### src/rtl/pulse_emulator.sv
// rtl/pulse_emulator.sv - synthetic ADC source producing baseline plus flat-top/exponential-decay pulses
// Sample path: trigger -> FSM (IDLE/TOP/DECAY) drives v -> registered saturated baseline+v.
module pulse_emulator #(
  parameter int ADC_WIDTH        = 14,
  parameter int AXIS_TDATA_WIDTH = 32
) (
  input  logic                        adc_clk,
  input  logic                        rst,
  input  logic                        enable,
  input  logic                        trig_mode,
  input  logic                        fire,
  input  logic signed [ADC_WIDTH-1:0] baseline,
  input  logic signed [ADC_WIDTH-1:0] amplitude,
  input  logic [7:0]                  top_len,
  input  logic [3:0]                  decay_shift,
  input  logic [31:0]                 period,
  output logic [AXIS_TDATA_WIDTH-1:0] adc_dat_a,
  output logic                        pulse_active,
  output logic                        pulse_start,
  output logic [31:0]                 pulse_count,
  output logic [15:0]                 missed_count
);

  localparam int VW = ADC_WIDTH + 1;
  localparam int SW = ADC_WIDTH + 2;
  localparam logic signed [SW-1:0] L_MAX = SW'(2 ** (ADC_WIDTH - 1) - 1);
  localparam logic signed [SW-1:0] L_MIN = ~L_MAX;

  typedef enum logic [1:0] {S_IDLE, S_TOP, S_DECAY} state_t;

  state_t                 r_state;
  logic signed [VW-1:0]   r_v;
  logic [7:0]             r_top_cnt;
  logic [3:0]             r_shift;
  logic [31:0]            r_timer;
  logic                   r_first;

  logic [31:0]            w_period_eff;
  logic                   w_wrap;
  logic                   w_trigger;
  logic [VW-1:0]          w_mag;
  logic                   w_small;
  logic signed [VW-1:0]   w_v_next;
  logic signed [SW-1:0]   w_sum;
  logic [ADC_WIDTH-1:0]   w_sat;

  assign w_period_eff = (period < 32'd2) ? 32'd2 : period;
  assign w_wrap       = (r_timer >= w_period_eff - 32'd1);
  assign w_trigger    = enable & (trig_mode ? fire : w_wrap);

  // Decay stops once |v| < 2^s; the same test also ends the flat top so the
  // last TOP cycle doubles as the first decay step.
  assign w_mag    = r_v[VW-1] ? -r_v : r_v;
  assign w_small  = (32'(w_mag) < (32'd1 << r_shift));
  assign w_v_next = r_v - (r_v >>> r_shift);

  assign w_sum = {{2{baseline[ADC_WIDTH-1]}}, baseline} + {r_v[VW-1], r_v};
  assign w_sat = (w_sum > L_MAX) ? L_MAX[ADC_WIDTH-1:0] :
                 (w_sum < L_MIN) ? L_MIN[ADC_WIDTH-1:0] : w_sum[ADC_WIDTH-1:0];

  always_ff @(posedge adc_clk or posedge rst) begin
    if (rst) begin
      r_timer <= 32'd0;
    end else if (!enable || trig_mode) begin
      r_timer <= 32'd0;
    end else if (w_wrap) begin
      r_timer <= 32'd0;
    end else begin
      r_timer <= r_timer + 32'd1;
    end
  end

  always_ff @(posedge adc_clk or posedge rst) begin
    if (rst) begin
      r_state      <= S_IDLE;
      r_v          <= '0;
      r_top_cnt    <= 8'd0;
      r_shift      <= 4'd0;
      r_first      <= 1'b0;
      pulse_count  <= 32'd0;
      missed_count <= 16'd0;
      adc_dat_a    <= '0;
      pulse_active <= 1'b0;
      pulse_start  <= 1'b0;
    end else begin
      adc_dat_a    <= {{(AXIS_TDATA_WIDTH-ADC_WIDTH){w_sat[ADC_WIDTH-1]}}, w_sat};
      pulse_active <= (r_state != S_IDLE);
      pulse_start  <= r_first;
      r_first      <= 1'b0;

      if (w_trigger && r_state != S_IDLE && missed_count != 16'hFFFF)
        missed_count <= missed_count + 16'd1;

      case (r_state)
        S_IDLE: begin
          r_v <= '0;
          if (w_trigger) begin
            r_state   <= S_TOP;
            r_v       <= {amplitude[ADC_WIDTH-1], amplitude};
            r_top_cnt <= top_len;
            r_shift   <= decay_shift;
            r_first   <= 1'b1;
            if (pulse_count != 32'hFFFF_FFFF)
              pulse_count <= pulse_count + 32'd1;
          end
        end
        S_TOP: begin
          if (r_top_cnt != 8'd0) begin
            r_top_cnt <= r_top_cnt - 8'd1;
          end else if (w_small) begin
            r_v     <= '0;
            r_state <= S_IDLE;
          end else begin
            r_v     <= w_v_next;
            r_state <= S_DECAY;
          end
        end
        S_DECAY: begin
          if (w_small) begin
            r_v     <= '0;
            r_state <= S_IDLE;
          end else begin
            r_v <= w_v_next;
          end
        end
        default: begin
          r_v     <= '0;
          r_state <= S_IDLE;
        end
      endcase
    end
  end

endmodule
### config.mk
export PLATFORM = sky130hd
export DESIGN_NAME = pulse_emulator
export DESIGN_NICKNAME = d
export VERILOG_FILES = /design/src/rtl/pulse_emulator.sv
export SDC_FILE = /design/constraint.sdc
export NUM_CORES = 1
export LEC_CHECK = 0
export ABC_AREA = 1
export CORE_ASPECT_RATIO = 0.8
export CORE_MARGIN = 3
export CORE_UTILIZATION = 45
export CTS_CLUSTER_DIAMETER = 40
export DETAILED_ROUTE_END_ITERATION = 8
export HOLD_SLACK_MARGIN = 0.08
export PLACE_DENSITY = 0.68
export SETUP_SLACK_MARGIN = 0.02
export SLEW_MARGIN = 20
export SYNTH_ARGS = -nofsm -noshare
export SYNTH_HDL_FRONTEND = slang
export SYNTH_SLANG_ARGS = --single-unit
### constraint.sdc
create_clock -name adc_clk -period 11.97 [get_ports adc_clk]
set_input_delay 1.7955 -clock adc_clk [delete_from_list [all_inputs] [get_ports adc_clk]]
set_output_delay 1.7955 -clock adc_clk [all_outputs]
set_load 0.02 [all_outputs]
==> results of run 1 <==
cells by family after synthesis:
family | synth area share [%]
simple gates | 35.5
buf+inv | 8.29
compound gates | 8.64
flops | 27.7
xor+xnor | 8.70
fa+ha+maj | 9.81
mux | 1.32
worst max-delay path: cells and delay by family:
kind | cells | cell delay (ps)
xor gates and xnor gates | 1 | 150
and+or+nand+nor | 24 | 3970
buffers and inverters | 2 | 520
adders and majority gates | 2 | 530
power by group:
part	internal [mW]	switching, mW	leakage, nW
clock network	0.316	0.216	0.288
registers	0.512	0.145	1.67
logic	0.629	1.01	4.41
registers in the layout, indices dropped and copies added, names as in the netlist, 2 cells and up:
register,cells
r_shift,4
r_timer,32
adc_dat_a,14
r_top_cnt,8
r_v,15
missed_count,16
pulse_count,32
r_state,2
path summary, 6_finish.rpt:
path	start	endpoint	slack, ps	cells after the start
max	period[10]	pulse_count[13]	5280	29
min reg2reg	r_first	pulse_start	360	0
max reg2reg	r_shift[0]	r_v[14]	8150	18
min in group asynchronous	rst	r_timer[15]	1890	2
min	r_first	pulse_start	360	0
max in group asynchronous	rst	pulse_count[4]	8760	3
metrics by stage:
stage          cell area, µm²  cells  setup WS [ps]  utilization (%)
2_1_floorplan           11400   1637           6640                -
3_3_place_gp            13000   2055           5160             52.9
3_5_place_dp            13000   2055           4950             52.9
4_1_cts                 13600   2087           5380             55.3
5_1_grt                 13600   2087           4850             55.3
6_report                13600   2088           5280             55.3
routing by layer:
metal	track usage [%]	vias to the layer above	part of all wire, %
met5	0	-	0.041
met4	5.67	2	1.3
met3	3.91	31	6.7
met2	34.8	352	43
met1	34.7	5160	49
li1	-	5619	-
cell usage in the layout (no fill, tap or decap), types with 3 or more instances in the layout:
cell	n
inv_6	5
or2_2	11
nor2_1	153
clkbuf_16	17
nor2_4	3
clkdlybuf4s50_1	158
nor4_1	18
inv_1	142
xor2_1	84
o21ai_0	67
a211oi_1	8
nand3_1	128
o21ai_2	6
a21oi_1	59
nor2_2	9
nand2_2	8
a31oi_1	3
ha_1	86
o21ai_1	7
mux2i_1	15
o21a_1	3
inv_2	4
nand2_1	475
xnor2_1	29
a21o_1	4
nand2_4	4
clkinv_4	3
nand4_1	48
o211ai_1	5
nor3_1	42
nor3b_1	3
dfrtp_1	126
cell type report:
type	instances	area, µm²
multi-input cells	1302	7280
well taps	318	398
diodes	1	2.50
clock buffers	18	439
flip-flops and latches	126	3150
clock inverters	14	155
repair buffers	160	1600
inverters	149	562
fillers	2349	11000
==> impl_metrics.ini, run 1 <==
[pwr]
powerDensity_nw_per_um2 = 208
total_power_mw = 2.83
ir_drop_uv = 130
p_leak_nw = 6.37

[cts]
clk_pin_slew_ps = 60
post-cts-setup-buffer-count = 0
cts_num_sinks = 126
cts.htree.levels = 4
clock-root-buffer = clkbuf_16
cts_resized = 0
cts_tree = done
clk_path_buf_depth = 2
cts_buffers = 17
clkLatencyLatePin_ps = 420
cts_hold_buf = 0

[drt]
drt_pass1_iterations = 8
vias = 11200
wirelength_um = 31700
ant_nets = 0
routedWlPerCell_um = 15.2
drt_iter0_drc = 908
drc = 0
viasPerCell = 5.35

[synthesis]
synth_top_area_share_pct = 27.7
synthCells = 1637
synth.most_common_cell = nand2_1
yosysUniqueCellTypes = 49
synth_enable_flop_cells = 0
synth_commonest_cells = 475 x nand2_1, 153 x nor2_1, 143 x inv_1
ys.flop_type = dfrtp_1
ys_top_cells_by_area = dfrtp_1 28%, nand2_1 16%, ha_1 9.5%, xor2_1 6.5%, nand3_1 5.6%
synth_top_area_cell = dfrtp_1
async_reset_ff_share_pct = 100
yosys_register_bits = 126
syn_area_um2 = 11400
syn_avg_cell_area_um2 = 6.95
synth_nets = 1802
ys_seq_area_share_pct = 27.7
yosysWarnings = 0

[sta]
finalClockSkew_ps = 12.8
fin_crit_ps = 6690
rsz0062_at_grt = no
setup_viol = 0
drv_slew = 0
holdWs_ps = 359
worst_slew_pin_slew_ps = 886
fin_crit_sh_pct = 55.9
timing.setup.tns_ps = 0
hold_viol_final = 0
max-slew-margin-rel_pct = 40.7
max_freq_mhz = 149

[worst_setup_path]
endpoint_kind = flip-flop
cp-start-kind = input pin
max_stage_delay_ps = 460
cp_data_arrival_time_ps = 7000
cp_max_fo = 42
cpMaxStageDelayCell = clkdlybuf4s50_1
crit_type = input pin to flip-flop
critPathRequiredTime_ps = 12280
cp_common_cell = nand2_1

[hold_path]
hp-class = flip-flop to flip-flop

[floorplanning]
die_h_um = 148
die_x_um = 184
core_um2 = 24600
rows = 51
die-area_um2 = 27200
initial_core_util_pct = 46.3
io_pins = 159

[grt]
grt_start_max_net_pins = 67
grt_pass1_vias = 10400
antenna_found_initial = 1
grt_first_pass_wirelength_um = 51700
grt_overflow = 0
track_usage_pct = 23.1

[place]
dp_hpwl_um = 24400
gp_congestion = 0.955
io_buffer_count = 158

[run]
maxCapViolCount = 0

[finish]
final_nets = 1921
layout-drive-gt1-share_pct = 5.26
syn2layout_area_growth_pct = 19.4

[run_status]
outcome = finished, final reports clean
Note: power is estimated with default switching activity, not from simulation.
==> inputs of run 2 (changes only) <==
==> constraint.sdc (replaced) <==
create_clock -name adc_clk -period 6.4 [get_ports adc_clk]
set_input_delay 0.96 -clock adc_clk [delete_from_list [all_inputs] [get_ports adc_clk]]
set_output_delay 0.96 -clock adc_clk [all_outputs]
set_load 0.02 [all_outputs]
==> run 2 against run 1 <==
Critical path type unchanged; cell count barely moved; first-iteration DRC count up 5.1%; highest routed layer unchanged; clock-buffer cell count grew 1; register-to-register slack lost 5700 ps; worst hold slack gained 9.3 ps.
==> impl_metrics.ini, run 2 (synthesis results as in run 1) <==
[sta]
worst_slew_pin_slew_ps = 913
timing.setup.tns_ps = 0
max_freq_mhz = 179
fin_crit_ps = 5590
max-slew-margin-rel_pct = 38.9
fin_crit_sh_pct = 87.3
finalClockSkew_ps = 12.6
drv_slew = 0
hold_viol_final = 0
setup_viol = 0
rsz0062_at_grt = no

[floorplanning]
die_h_um = 148
die-area_um2 = 27200
initial_core_util_pct = 46.3
rows = 51
core_um2 = 24600
die_x_um = 184
io_pins = 159

[finish]
reg_top3 = pulse_count (32), r_timer (32), missed_count (16)
n_antenna_cell = 0
layout.cells.non_filler = 2087
layout-drive-gt1-share_pct = 5.20
final_common_cell = nand2_1
final_nets = 1922
multi_input_area_um2 = 7280
num-fill-cells = 2379
fin_area_um2 = 13600
seq_area_um2 = 3150
final_cell_mix = 475 x nand2_1, 158 x clkdlybuf4s50_1, 153 x nor2_1
syn2layout_area_growth_pct = 20.0

[pwr]
powerDensity_nw_per_um2 = 396
p_clk_share_pct = 20.1
pwr-share-comb_pct = 57.0
intPower_mw = 2.84
ir_drop_uv = 230
p_leak_nw = 6.40
p_switching_mw = 2.56
power_frac_seq_pct = 22.9
switching_share_pct = 47.4

[run_status]
outcome = finished, final reports clean

[cts]
cts_hold_buf = 0
cts_resized = 0
post-cts-setup-buffer-count = 0
cts_num_sinks = 126
clkLatencyLatePin_ps = 420
cts_tree = done
clk_path_buf_depth = 2
cts_buffers = 17
clk_pin_slew_ps = 60
cts.htree.levels = 4
clock-root-buffer = clkbuf_16

[grt]
track_usage_pct = 23.6
grt_util_met3_pct = 4.25
grt_overflow = 0
use_met1_pct = 35.9
antenna_found_initial = 1
grt_start_max_net_pins = 80
grt.busiest_layer = met1
grt_use_met2_pct = 35.2
grt_pass1_vias = 10400
grt_first_pass_wirelength_um = 52600

[hold_path]
hp-class = flip-flop to flip-flop
holdPathStages = 0

[drt]
routedWlPerCell_um = 15.3
vias = 11100
drt_iter0_drc = 954
ant_nets = 0
viasPerCell = 5.31
wirelength_um = 31800
drc = 0
drt_pass1_iterations = 6

[worst_setup_path]
cp-start-kind = input pin
r2r_cells = 18
max_stage_delay_ps = 460
crit_type = input pin to flip-flop
endpoint_kind = flip-flop
cp_common_cell = nand2_1
cpMaxStageDelayCell = clkdlybuf4s50_1
cp_data_arrival_time_ps = 5890
critPathRequiredTime_ps = 6710
cp_max_fo = 32

[place]
placed_cells = 2056
dpl_cell_area_um2 = 13000
io_buffer_count = 158
dp_hpwl_um = 24500
gp_congestion = 0.936

[run]
maxCapViolCount = 0
==> run 2: per-layer routing <==
metal / share of wire, % / vias up / routed length, µm
met4: 0.83 / 2 / 265
met2: 43 / 339 / 13600
met1: 50 / 5106 / 16000
met3: 6.1 / 22 / 1950
met5: 0.041 / - / 13
li1: - / 5622 / -
==> run 2: power by group through the flow <==
| stage | sequential [mW] | combinational [mW] | clock, mW |
|---|---|---|---|
| after floorplan | 1.21 | 2.31 | 0 |
| after global placement | 1.24 | 3.01 | 0 |
| after detailed placement | 1.24 | 3.06 | 0 |
| after CTS | 1.23 | 3.07 | 1.11 |
| after global routing | 1.27 | 3.45 | 1.14 |
| final | 1.24 | 3.08 | 1.09 |
==> run 2: layout make-up <==
cell class / count / share of cell area [%]
tap: 318 / 2.92
clock inverter: 12 / 1.51
inverter: 149 / 4.12
timing repair buffer: 161 / 11.8
sequential: 126 / 23.1
multi-input combinational: 1302 / 53.3
clock buffer: 19 / 3.25
==> run 2: worst paths after layout <==
check                           start              end  slack, ps
max                        period[10]  pulse_count[30]        810
min                           r_first      pulse_start        370
max reg2reg                r_shift[0]          r_v[14]       2420
min reg2reg                   r_first      pulse_start        370
max in group asynchronous         rst    adc_dat_a[11]       4310
min in group asynchronous         rst      r_timer[15]        980
==> run 2: critical path: cells and delay by family <==
family | cells | cell delay, ps
and+or+nand+nor | 24 | 3720
xor gates and xnor gates | 1 | 150
adders and majority gates | 2 | 510
buffers and inverters | 2 | 520
==> run 2: through the flow <==
step	utilization, %	hold slack, ps	power [mW]	setup WS [ps]
global placement	52.9	357	4.24	618
detailed placement	52.9	342	4.30	457
finish	55.6	368	5.40	813
floorplan	-	331	3.52	1900
CTS	55.5	367	5.41	899
global route	55.6	377	5.86	369
==> inputs of run 3 (changes only) <==
--- a/config.mk
+++ b/config.mk
@@ -6,6 +6,7 @@
 export NUM_CORES = 1
 export LEC_CHECK = 0
 export ABC_AREA = 1
+export ABC_CLOCK_PERIOD_IN_PS = 6400
 export CORE_ASPECT_RATIO = 0.8
 export CORE_MARGIN = 3
 export CORE_UTILIZATION = 45
==> results of run 3 <==
Same layout as run 2: the final DEF is identical, and so are final timing and power.
